===== src/rtl/egg_timer_pkg.sv =====
// Shared definitions for the egg-timer countdown datapath: state encoding,
// BCD digit limits and the preset clamping helper.
package egg_timer_pkg;

    typedef enum logic [1:0] {
        IDLE     = 2'd0,
        COUNTING = 2'd1,
        DONE     = 2'd2,
        ILLEGAL  = 2'd3
    } timer_state_t;

    localparam logic [3:0] DIGIT_MAX_ONES = 4'd9;
    localparam logic [3:0] DIGIT_MAX_TENS = 4'd5;

    typedef struct packed {
        logic [3:0] min_tens;
        logic [3:0] min_ones;
        logic [3:0] sec_tens;
        logic [3:0] sec_ones;
    } bcd_time_t;

    // Out-of-range preset digits saturate at the digit's limit.
    function automatic logic [3:0] clamp_digit(input logic [3:0] digit,
                                               input logic [3:0] max_value);
        return (digit > max_value) ? max_value : digit;
    endfunction

    function automatic bcd_time_t clamp_time(input bcd_time_t raw);
        bcd_time_t result;
        result.min_tens = clamp_digit(raw.min_tens, DIGIT_MAX_TENS);
        result.min_ones = clamp_digit(raw.min_ones, DIGIT_MAX_ONES);
        result.sec_tens = clamp_digit(raw.sec_tens, DIGIT_MAX_TENS);
        result.sec_ones = clamp_digit(raw.sec_ones, DIGIT_MAX_ONES);
        return result;
    endfunction

endpackage


===== src/rtl/bcd_digit_down.sv =====
// One BCD down-counting digit: wraps from 0 to max_value and raises
// borrow_out so the next more significant digit decrements.
module bcd_digit_down (
    input  logic [3:0] digit,
    input  logic       dec_en,
    input  logic [3:0] max_value,
    output logic [3:0] next_digit,
    output logic       borrow_out,
    output logic       is_zero
);

    assign is_zero    = (digit == 4'd0);
    assign borrow_out = dec_en & is_zero;

    always_comb begin
        if (!dec_en) begin
            next_digit = digit;
        end else if (is_zero) begin
            next_digit = max_value;
        end else begin
            next_digit = digit - 4'd1;
        end
    end

endmodule


===== src/rtl/bcd_countdown_timer.sv =====
// MM:SS BCD countdown timer: tracks the preset while loading, counts down on
// 1 Hz ticks while running, then holds cook_time and a timed alarm at 00:00.
module bcd_countdown_timer
    import egg_timer_pkg::*;
#(
    parameter int ALARM_TICKS = 5
) (
    input  logic       clk,
    input  logic       reset,
    input  logic       tick_1hz,
    input  logic       enable_load,
    input  logic       enable_countdown,
    input  logic [3:0] load_sec_ones,
    input  logic [3:0] load_sec_tens,
    input  logic [3:0] load_min_ones,
    input  logic [3:0] load_min_tens,
    output logic [3:0] sec_ones,
    output logic [3:0] sec_tens,
    output logic [3:0] min_ones,
    output logic [3:0] min_tens,
    output logic       cook_time,
    output logic       alarm,
    output logic [1:0] timer_state
);

    localparam logic [3:0] ALARM_LIMIT = 4'(ALARM_TICKS);

    timer_state_t state, next_state;
    bcd_time_t    digits, digits_next, preset, dec_value;
    logic         cook_next, alarm_next;
    logic [3:0]   alarm_cnt, alarm_cnt_next;

    logic dec_go, all_zero, expiry;
    logic borrow_so, borrow_st, borrow_mo, borrow_mt;
    logic zero_so, zero_st, zero_mo, zero_mt;

    assign preset = clamp_time({load_min_tens, load_min_ones, load_sec_tens, load_sec_ones});

    assign all_zero = zero_so & zero_st & zero_mo & zero_mt;
    assign dec_go   = (state == COUNTING) & ~enable_load & enable_countdown
                    & tick_1hz & ~all_zero;

    // The min_tens borrow can only fire from 00:00, which dec_go excludes.
    assign expiry = dec_go & (dec_value == '0) & ~borrow_mt;

    bcd_digit_down u_sec_ones (
        .digit      (digits.sec_ones),
        .dec_en     (dec_go),
        .max_value  (DIGIT_MAX_ONES),
        .next_digit (dec_value.sec_ones),
        .borrow_out (borrow_so),
        .is_zero    (zero_so)
    );

    bcd_digit_down u_sec_tens (
        .digit      (digits.sec_tens),
        .dec_en     (borrow_so),
        .max_value  (DIGIT_MAX_TENS),
        .next_digit (dec_value.sec_tens),
        .borrow_out (borrow_st),
        .is_zero    (zero_st)
    );

    bcd_digit_down u_min_ones (
        .digit      (digits.min_ones),
        .dec_en     (borrow_st),
        .max_value  (DIGIT_MAX_ONES),
        .next_digit (dec_value.min_ones),
        .borrow_out (borrow_mo),
        .is_zero    (zero_mo)
    );

    bcd_digit_down u_min_tens (
        .digit      (digits.min_tens),
        .dec_en     (borrow_mo),
        .max_value  (DIGIT_MAX_TENS),
        .next_digit (dec_value.min_tens),
        .borrow_out (borrow_mt),
        .is_zero    (zero_mt)
    );

    // NOTE: sequential state uses non-blocking assignments so every register
    // samples pre-edge values regardless of process ordering.
    always_ff @(posedge clk or posedge reset) begin
        if (reset) begin
            state <= IDLE;
        end else begin
            state <= next_state;
        end
    end

    always_comb begin
        // NOTE: default first so every path assigns next_state and no latch
        // is inferred.
        next_state = state;
        case (state)
            IDLE: begin
                if (enable_load) begin
                    next_state = IDLE;
                end else if (enable_countdown) begin
                    next_state = all_zero ? DONE : COUNTING;
                end
            end
            COUNTING: begin
                if (enable_load) begin
                    next_state = IDLE;
                end else if (expiry) begin
                    next_state = DONE;
                end
            end
            DONE: begin
                if (enable_load) begin
                    next_state = IDLE;
                end
            end
            default: next_state = IDLE;
        endcase
    end

    // Next values for the registered outputs and the alarm counter.
    always_comb begin
        digits_next    = digits;
        cook_next      = cook_time;
        alarm_next     = alarm;
        alarm_cnt_next = alarm_cnt;
        case (state)
            IDLE: begin
                if (enable_load) begin
                    digits_next = preset;
                end else if (enable_countdown && all_zero) begin
                    cook_next      = 1'b1;
                    alarm_next     = 1'b1;
                    alarm_cnt_next = 4'd0;
                end
            end
            COUNTING: begin
                if (enable_load) begin
                    digits_next = preset;
                end else if (dec_go) begin
                    digits_next = dec_value;
                    if (expiry) begin
                        cook_next      = 1'b1;
                        alarm_next     = 1'b1;
                        alarm_cnt_next = 4'd0;
                    end
                end
            end
            DONE: begin
                if (enable_load) begin
                    digits_next    = preset;
                    cook_next      = 1'b0;
                    alarm_next     = 1'b0;
                    alarm_cnt_next = 4'd0;
                end else if (tick_1hz && (alarm_cnt < ALARM_LIMIT)) begin
                    // Counter saturates at the limit so the alarm stays off.
                    alarm_cnt_next = alarm_cnt + 4'd1;
                    if ((alarm_cnt + 4'd1) == ALARM_LIMIT) begin
                        alarm_next = 1'b0;
                    end
                end
            end
            default: begin
                cook_next      = 1'b0;
                alarm_next     = 1'b0;
                alarm_cnt_next = 4'd0;
            end
        endcase
    end

    always_ff @(posedge clk or posedge reset) begin
        if (reset) begin
            digits    <= '0;
            cook_time <= 1'b0;
            alarm     <= 1'b0;
            alarm_cnt <= 4'd0;
        end else begin
            digits    <= digits_next;
            cook_time <= cook_next;
            alarm     <= alarm_next;
            alarm_cnt <= alarm_cnt_next;
        end
    end

    assign sec_ones    = digits.sec_ones;
    assign sec_tens    = digits.sec_tens;
    assign min_ones    = digits.min_ones;
    assign min_tens    = digits.min_tens;
    assign timer_state = state;

endmodule


===== config.mk =====
export PLATFORM = sky130hd
export DESIGN_NAME = bcd_countdown_timer
export DESIGN_NICKNAME = d
export VERILOG_FILES = /design/src/rtl/egg_timer_pkg.sv /design/src/rtl/bcd_digit_down.sv /design/src/rtl/bcd_countdown_timer.sv
export SDC_FILE = /design/constraint.sdc
export NUM_CORES = 1
export LEC_CHECK = 0
export CORE_MARGIN = 10
export CORE_UTILIZATION = 53
export DETAILED_ROUTE_END_ITERATION = 6
export GPL_ROUTABILITY_DRIVEN = 0
export PLACE_DENSITY = 0.88
export SETUP_SLACK_MARGIN = 0.15
export SYNTH_ARGS = -nofsm -noshare
export SYNTH_HDL_FRONTEND = slang
export SYNTH_SLANG_ARGS = --single-unit

===== constraint.sdc =====
create_clock -name clk -period 3.9 [get_ports clk]
set_input_delay 0.78 -clock clk [delete_from_list [all_inputs] [get_ports clk]]
set_output_delay 0.78 -clock clk [all_outputs]
set_load 0.02 [all_outputs]

## Word level (Yosys, flattened, before mapping)

Index checks and enable logic that the tools add are counted.

- Input port bits: 21
- Memories: 0
- Bits in latches: 0
- Bits in read-only memories: 0
- RAM bits: 0
- Word-level logic and storage cells: 106
- Output and inout bits: 20
- Register bits: 24

- Div/mod/pow operators: 0
- Muxes and demuxes: 42
- Multiply operators: 0
- $add $sub $neg: 5
- $lt $le $gt $ge: 5
- Reduce and logical (&&, ||, !) cells: 15
- Equal/unequal tests: 15
- Shift-type cells: 0
- Bitwise gates (word level): 16

Operators with widths:

| operator | count |
|---|---|
| $mux W4 | 19 |
| $mux W16 | 3 |
| $pmux W16 S2 | 1 |
| $logic_not A16 Y1 | 1 |
| $logic_not A4 Y1 | 4 |
| $sub A4 B1 Y4 const B | 4 |
| $ne A3 B3 Y1 const B | 5 |
| $and A1 B1 Y1 | 13 |
| $mux W2 | 6 |
| $ne A2 B2 Y1 const B | 6 |
| $pmux W4 S3 | 1 |
| $reduce_and A6 Y1 | 2 |
| $mux W1 | 9 |
| $gt A4 B3 Y1 const B | 2 |
| $gt A4 B4 Y1 const B | 2 |
| $reduce_and A7 Y1 | 1 |
| $pmux W1 S3 | 2 |
| $pmux W2 S3 | 1 |
| $reduce_and A3 Y1 | 2 |
| $add A4 B1 Y4 const B | 1 |
| $eq A4 B3 Y1 const B | 1 |
| $lt A4 B3 Y1 const B | 1 |
| $not A1 Y1 | 3 |
| $eq A2 B1 Y1 const B | 1 |
| 6 further kinds | 7 |

## Depth between registers and ports, before layout

- Depth after elaboration: 17
- Depth in mapped cells: 8
- Gate-level depth less buffers: 6

## Cells and area by module

A second synthesis with hierarchy kept.

- Cells, all modules: 259
- Area, all modules: 2215.9 um^2

Modules (own cells, without submodules):

| module | times used | seq. area each (um^2) | area an instance (um^2) | cells an instance |
|---|---|---|---|---|
| bcd_countdown_timer | 1 | 600.6 | 1620.3 | 171 |
| bcd_digit_down | 4 | 0.0 | 148.9 | 22 |

## Least setup slack after synthesis

No wires, ideal clock.

- Path kind: reg2reg
- Start point: reg digits (netlist bit sec_tens[0])
- End point: reg alarm_cnt[2]
- Period minus slack after synthesis: 2.385 ns
- Setup slack: 1.515 ns
- Cell stages (with the launch flop): 7
- Setup time: 0.126 ns
- Buffers on the path: 0
- Arrival time: 2.259 ns
- Required time: 3.774 ns
- Cell sequence: dfrtp_1 or4_4 nor4_4 and4_4 a2bb2oi_4 nor2_2 a221o_1

- Word-level cells in the longest chain between the ends: 15
- Elaborated cells on any way between the ends: 25
- Classes of those cells: add/sub: 1; eq/ne: 3; mux: 5; bitwise: 12; reduce/logical: 4

Ends and longest elaborated chain:

| what | line | text |
|---|---|---|
| from (decl) | bcd_countdown_timer.sv:29 | `bcd_time_t digits, digits_next, preset, dec_value;` |
| from (signal assigned) | bcd_countdown_timer.sv:177 | `digits <= digits_next;` |
| $logic_not A4 Y1 | bcd_digit_down.sv:12 | `assign is_zero = (digit == 4'd0);` |
| $and A1 B1 Y1 (3 in a row) | bcd_countdown_timer.sv:39 | `assign all_zero = zero_so & zero_st & zero_mo & zero_mt;` |
| $not A1 Y1 | bcd_countdown_timer.sv:41 | `& tick_1hz & ~all_zero;` |
| $and A1 B1 Y1 | bcd_countdown_timer.sv:41 |  |
| $and A1 B1 Y1 (3 in a row) | bcd_digit_down.sv:13 | `assign borrow_out = dec_en & is_zero;` |
| $mux W4 | bcd_digit_down.sv:16 | `if (!dec_en) begin` |
| $logic_not A16 Y1 | bcd_countdown_timer.sv:44 | `assign expiry = dec_go & (dec_value == '0) & ~borrow_mt;` |
| $and A1 B1 Y1 (2 in a row) | bcd_countdown_timer.sv:44 |  |
| $ne A2 B2 Y1 (no source line) | -- |  |
| $reduce_and A6 Y1 (no source line) * | -- |  |
| to (signal assigned) | bcd_countdown_timer.sv:180 | `alarm_cnt <= alarm_cnt_next;` |
| to (decl) | bcd_countdown_timer.sv:31 | `logic [3:0] alarm_cnt, alarm_cnt_next;` |

Mark *: on every way between the ends. The rest lies on a longest branch, timed or not.
A chain may end at the register's enable or synchronous reset.

## Worst setup path after layout

- Start point: in enable_load
- End point: reg alarm_cnt[2]

- Word-level cells in the longest chain between the ends: 14
- Elaborated cells on any way between the ends: 25
- Classes of those cells: eq/ne: 5; mux: 6; bitwise: 12; reduce/logical: 2

Ends and longest elaborated chain:

| what | line | text |
|---|---|---|
| from (decl) | bcd_countdown_timer.sv:11 | `input logic enable_load,` |
| $not A1 Y1 | bcd_countdown_timer.sv:40 | `assign dec_go = (state == COUNTING) & ~enable_load & enable_countdown` |
| $and A1 B1 Y1 (2 in a row) | bcd_countdown_timer.sv:40 |  |
| $and A1 B1 Y1 (2 in a row) | bcd_countdown_timer.sv:41 |  |
| $and A1 B1 Y1 (3 in a row) | bcd_digit_down.sv:13 |  |
| $mux W4 | bcd_digit_down.sv:16 |  |
| $logic_not A16 Y1 | bcd_countdown_timer.sv:44 |  |
| $and A1 B1 Y1 (2 in a row) | bcd_countdown_timer.sv:44 |  |
| $ne A2 B2 Y1 (no source line) | -- |  |
| $reduce_and A6 Y1 (no source line) | -- |  |

Parallel ways exist; a longest one is shown, timed or not.

==> impl_metrics.yaml <==
finish:
  finalNonFillerCells: 259
  fill_cells: 251
  finalInstanceArea_um2: 2060
  seq_area_um2: 601
  area_growth_pct: 26.9
  drive_gt1_frac: 0.0575
  diodes: 0
  nets: 251
  fin_util: 0.686
  multi_input_area_um2: 950
clock_network:
  cts_sinks: 24
  cts_root_buf: "clkbuf_4"
  cts-resized-gates: 0
  h-tree-depth: 1
  cts_tree: "built"
  clk_pin_slew_ps: 120
  post-cts-setup-buffers: 0
  ctsHoldBuffers: 0
  insertion_delay_ps: 310
  cts_buffers: 3
  cts_buffer_depth: 2
routing:
  ant_nets: 0
  dr.pass1.iters: 4
  drc: 0
  wl_um: 4140
  post_drt_wl_per_cell_um: 16.0
  drt-vias-per-instance: 6.16
  vias: 1596
  drt-initial-drc-count: 124
yosys:
  synthTopCellsByCount: "24 x dfrtp_1, 22 x nor2_1, 20 x o21ai_0"
  synth_warnings: 0
  syn_area_um2: 1620
  synth.yosys.seq_area_share: 0.370
  synth-main-ff-cell: "dfrtp_1"
  yosysMostFrequentCell: "dfrtp_1"
  syn_nets: 212
  synth.area.top_cells: "dfrtp_1 37%, o21ai_0 6.2%, nor2_1 5.1%, a21oi_1 3.7%, nand2_1 2.8%"
  synth-seq-cells: 24
  synth_top_cell_by_area: "dfrtp_1"
  synth_cell_types: 50
  synth-edff-count: 0
  synth_cells: 189
  synth_top_area_share: 0.370
  synth_async_sr_flop_share: 1.00
  synth.avg_cell_area_um2: 8.59
worst_hold_path:
  whs_path_depth: 2
  hold_class: "register to register"
worst_setup_path:
  timing.critical_path.fanout_max: 8
  cp.arrival_ps: 3090
  cp.required_ps: 4110
  criticalPathCategory: "input pin to register"
  critical_path.slowest_cell: "clkdlybuf4s50_1"
  cp-start-kind: "input pin"
  crit_chain: "clkdlybuf4s50_1 -> nor2b_1 -> nand3_1 -> o31ai_1 -> and4_1 -> nor2_2 -> a221o_1"
  endpoint_kind: "register"
  ff2ff_path_depth: 6
  cpPeakStageDelay_ps: 550
floorplan:
  die_w_um: 75.3
  rows: 20
  ios: 41
  die_y_um: 75.3
  dieArea_um2: 5680
  start_util: 0.540
  core_area_um2: 3000
power:
  combinationalPowerShare: 0.436
  p_seq_frac: 0.443
  p_leak_nw: 0.817
  p_int_mw: 0.525
  p_per_area_nw_per_um2: 436
  p_switching_mw: 0.373
  total_power_mw: 0.897
  swShare: 0.415
  ir_drop_mv: 0.222
  clkPwrFrac: 0.121
grt:
  grt_pass1_wl_um: 6720
  grt_pass1_vias: 1444
  grt_use_total: 0.150
  overflow: 0
  grt_start_max_net_pins: 25
  grt_antenna_before_repair: 0
timing:
  setup_viol: 0
  fmax_ghz: 0.347
  slew_violations: 0
  min_period_over_period: 0.738
  holdWs_ps: 499
  relSlewSlack: 0.378
  final_hold_viol_count: 0
  grt_setup_unrepaired: "no"
  period_needed_ps: 2880
  clock_skew_ps: 1.31
  fin_setup_tns_ps: 0
  worstMarginPinSlew_ps: 932
  layout_setup_ws_ps: 1020
placement:
  io_buffers: 40
  dp_slack_ps: 728
  hpwl_um: 3140
  place_area_um2: 2040
  dpl.cell_count: 256
run_status:
  status: "completed"
flow_run:
  drv_cap: 0
## cell usage in the layout, fill, tap and decap left out, types with 2 or more instances in the layout
cell              n
a22oi_1           2
o22ai_1           4
nor4_1            7
clkbuf_4          3
ha_1              2
nor3_1            7
o21ai_0          20
o21a_1            3
o31ai_1           3
inv_1            10
mux2i_1           3
dfrtp_1          24
nor2_1           22
nor2b_1           3
a31oi_1           2
nand2b_1          2
a21boi_0          2
clkdlybuf4s50_1  40
nand2_1          12
or3_1             2
nor3b_1           2
nor4_4            2
a22o_1            4
a21o_1            3
nand3_1           3
a21oi_1          12
o211ai_1          3
or4_4             2
## logic make-up (layout without fill, tap and decap cells)
group           after synthesis  count (layout)  share of synthesized area
simple gates                 75              75                      0.266
flops                        24              24                      0.370
fa+ha+maj                     2               2                     0.0154
mux                           5               5                     0.0324
compound gates               66              66                      0.271
buf+inv                      17              54                     0.0447
## worst max-delay path, delay by kind of cell
kind	cells	cell delay, ps
AND/OR/NAND/NOR	4	1130
buffers and inverters	1	550
AO/OA/AOI/OAI	2	640
## flip-flops by register name (all words and copies together) (netlist names)
register / flops
alarm_cnt: 4
sec_ones: 4
min_tens: 4
min_ones: 4
cook_time: 1
alarm: 1
sec_tens: 4
timer_state: 2
## layer usage
layer | global-route usage | wire length, um | share of wire
met1 | 0.193 | 1900 | 0.46
met5 | 0 | 0 | 0
met3 | 0.0378 | 266 | 0.064
met2 | 0.236 | 1920 | 0.46
met4 | 0.0557 | 55 | 0.013
## power by group through the flow
stage / Clock [mW] / Combinational (mW) / Sequential [mW]
final: 0.108 / 0.391 / 0.398
after global routing: 0.121 / 0.427 / 0.409
after CTS: 0.110 / 0.395 / 0.396
after detailed placement: 0 / 0.393 / 0.401
after global placement: 0 / 0.387 / 0.400
after floorplan: 0 / 0.222 / 0.417
## layout make-up
cell class | count | area share
Multi-Input combinational cell | 148 | 0.461
Sequential cell | 24 | 0.292
Timing Repair Buffer | 41 | 0.198
Tap cell | 33 | 0.0200
Inverter | 10 | 0.0182
Clock buffer | 3 | 0.0109
## worst paths after layout
kind                                         start                       end  slack [ps]
max                                    enable_load  alarm_cnt[2]$_DFFE_PP0P_        1020
min                          cook_time$_DFFE_PP0P_     cook_time$_DFFE_PP0P_         500
max reg2reg                sec_tens[0]$_DFFE_PP0P_  alarm_cnt[2]$_DFFE_PP0P_        1220
min reg2reg                  cook_time$_DFFE_PP0P_     cook_time$_DFFE_PP0P_         500
max in group asynchronous                    reset  alarm_cnt[1]$_DFFE_PP0P_        2380
min in group asynchronous                    reset   sec_tens[3]$_DFFE_PP0P_         960
Power figures use the tool's default switching activity.
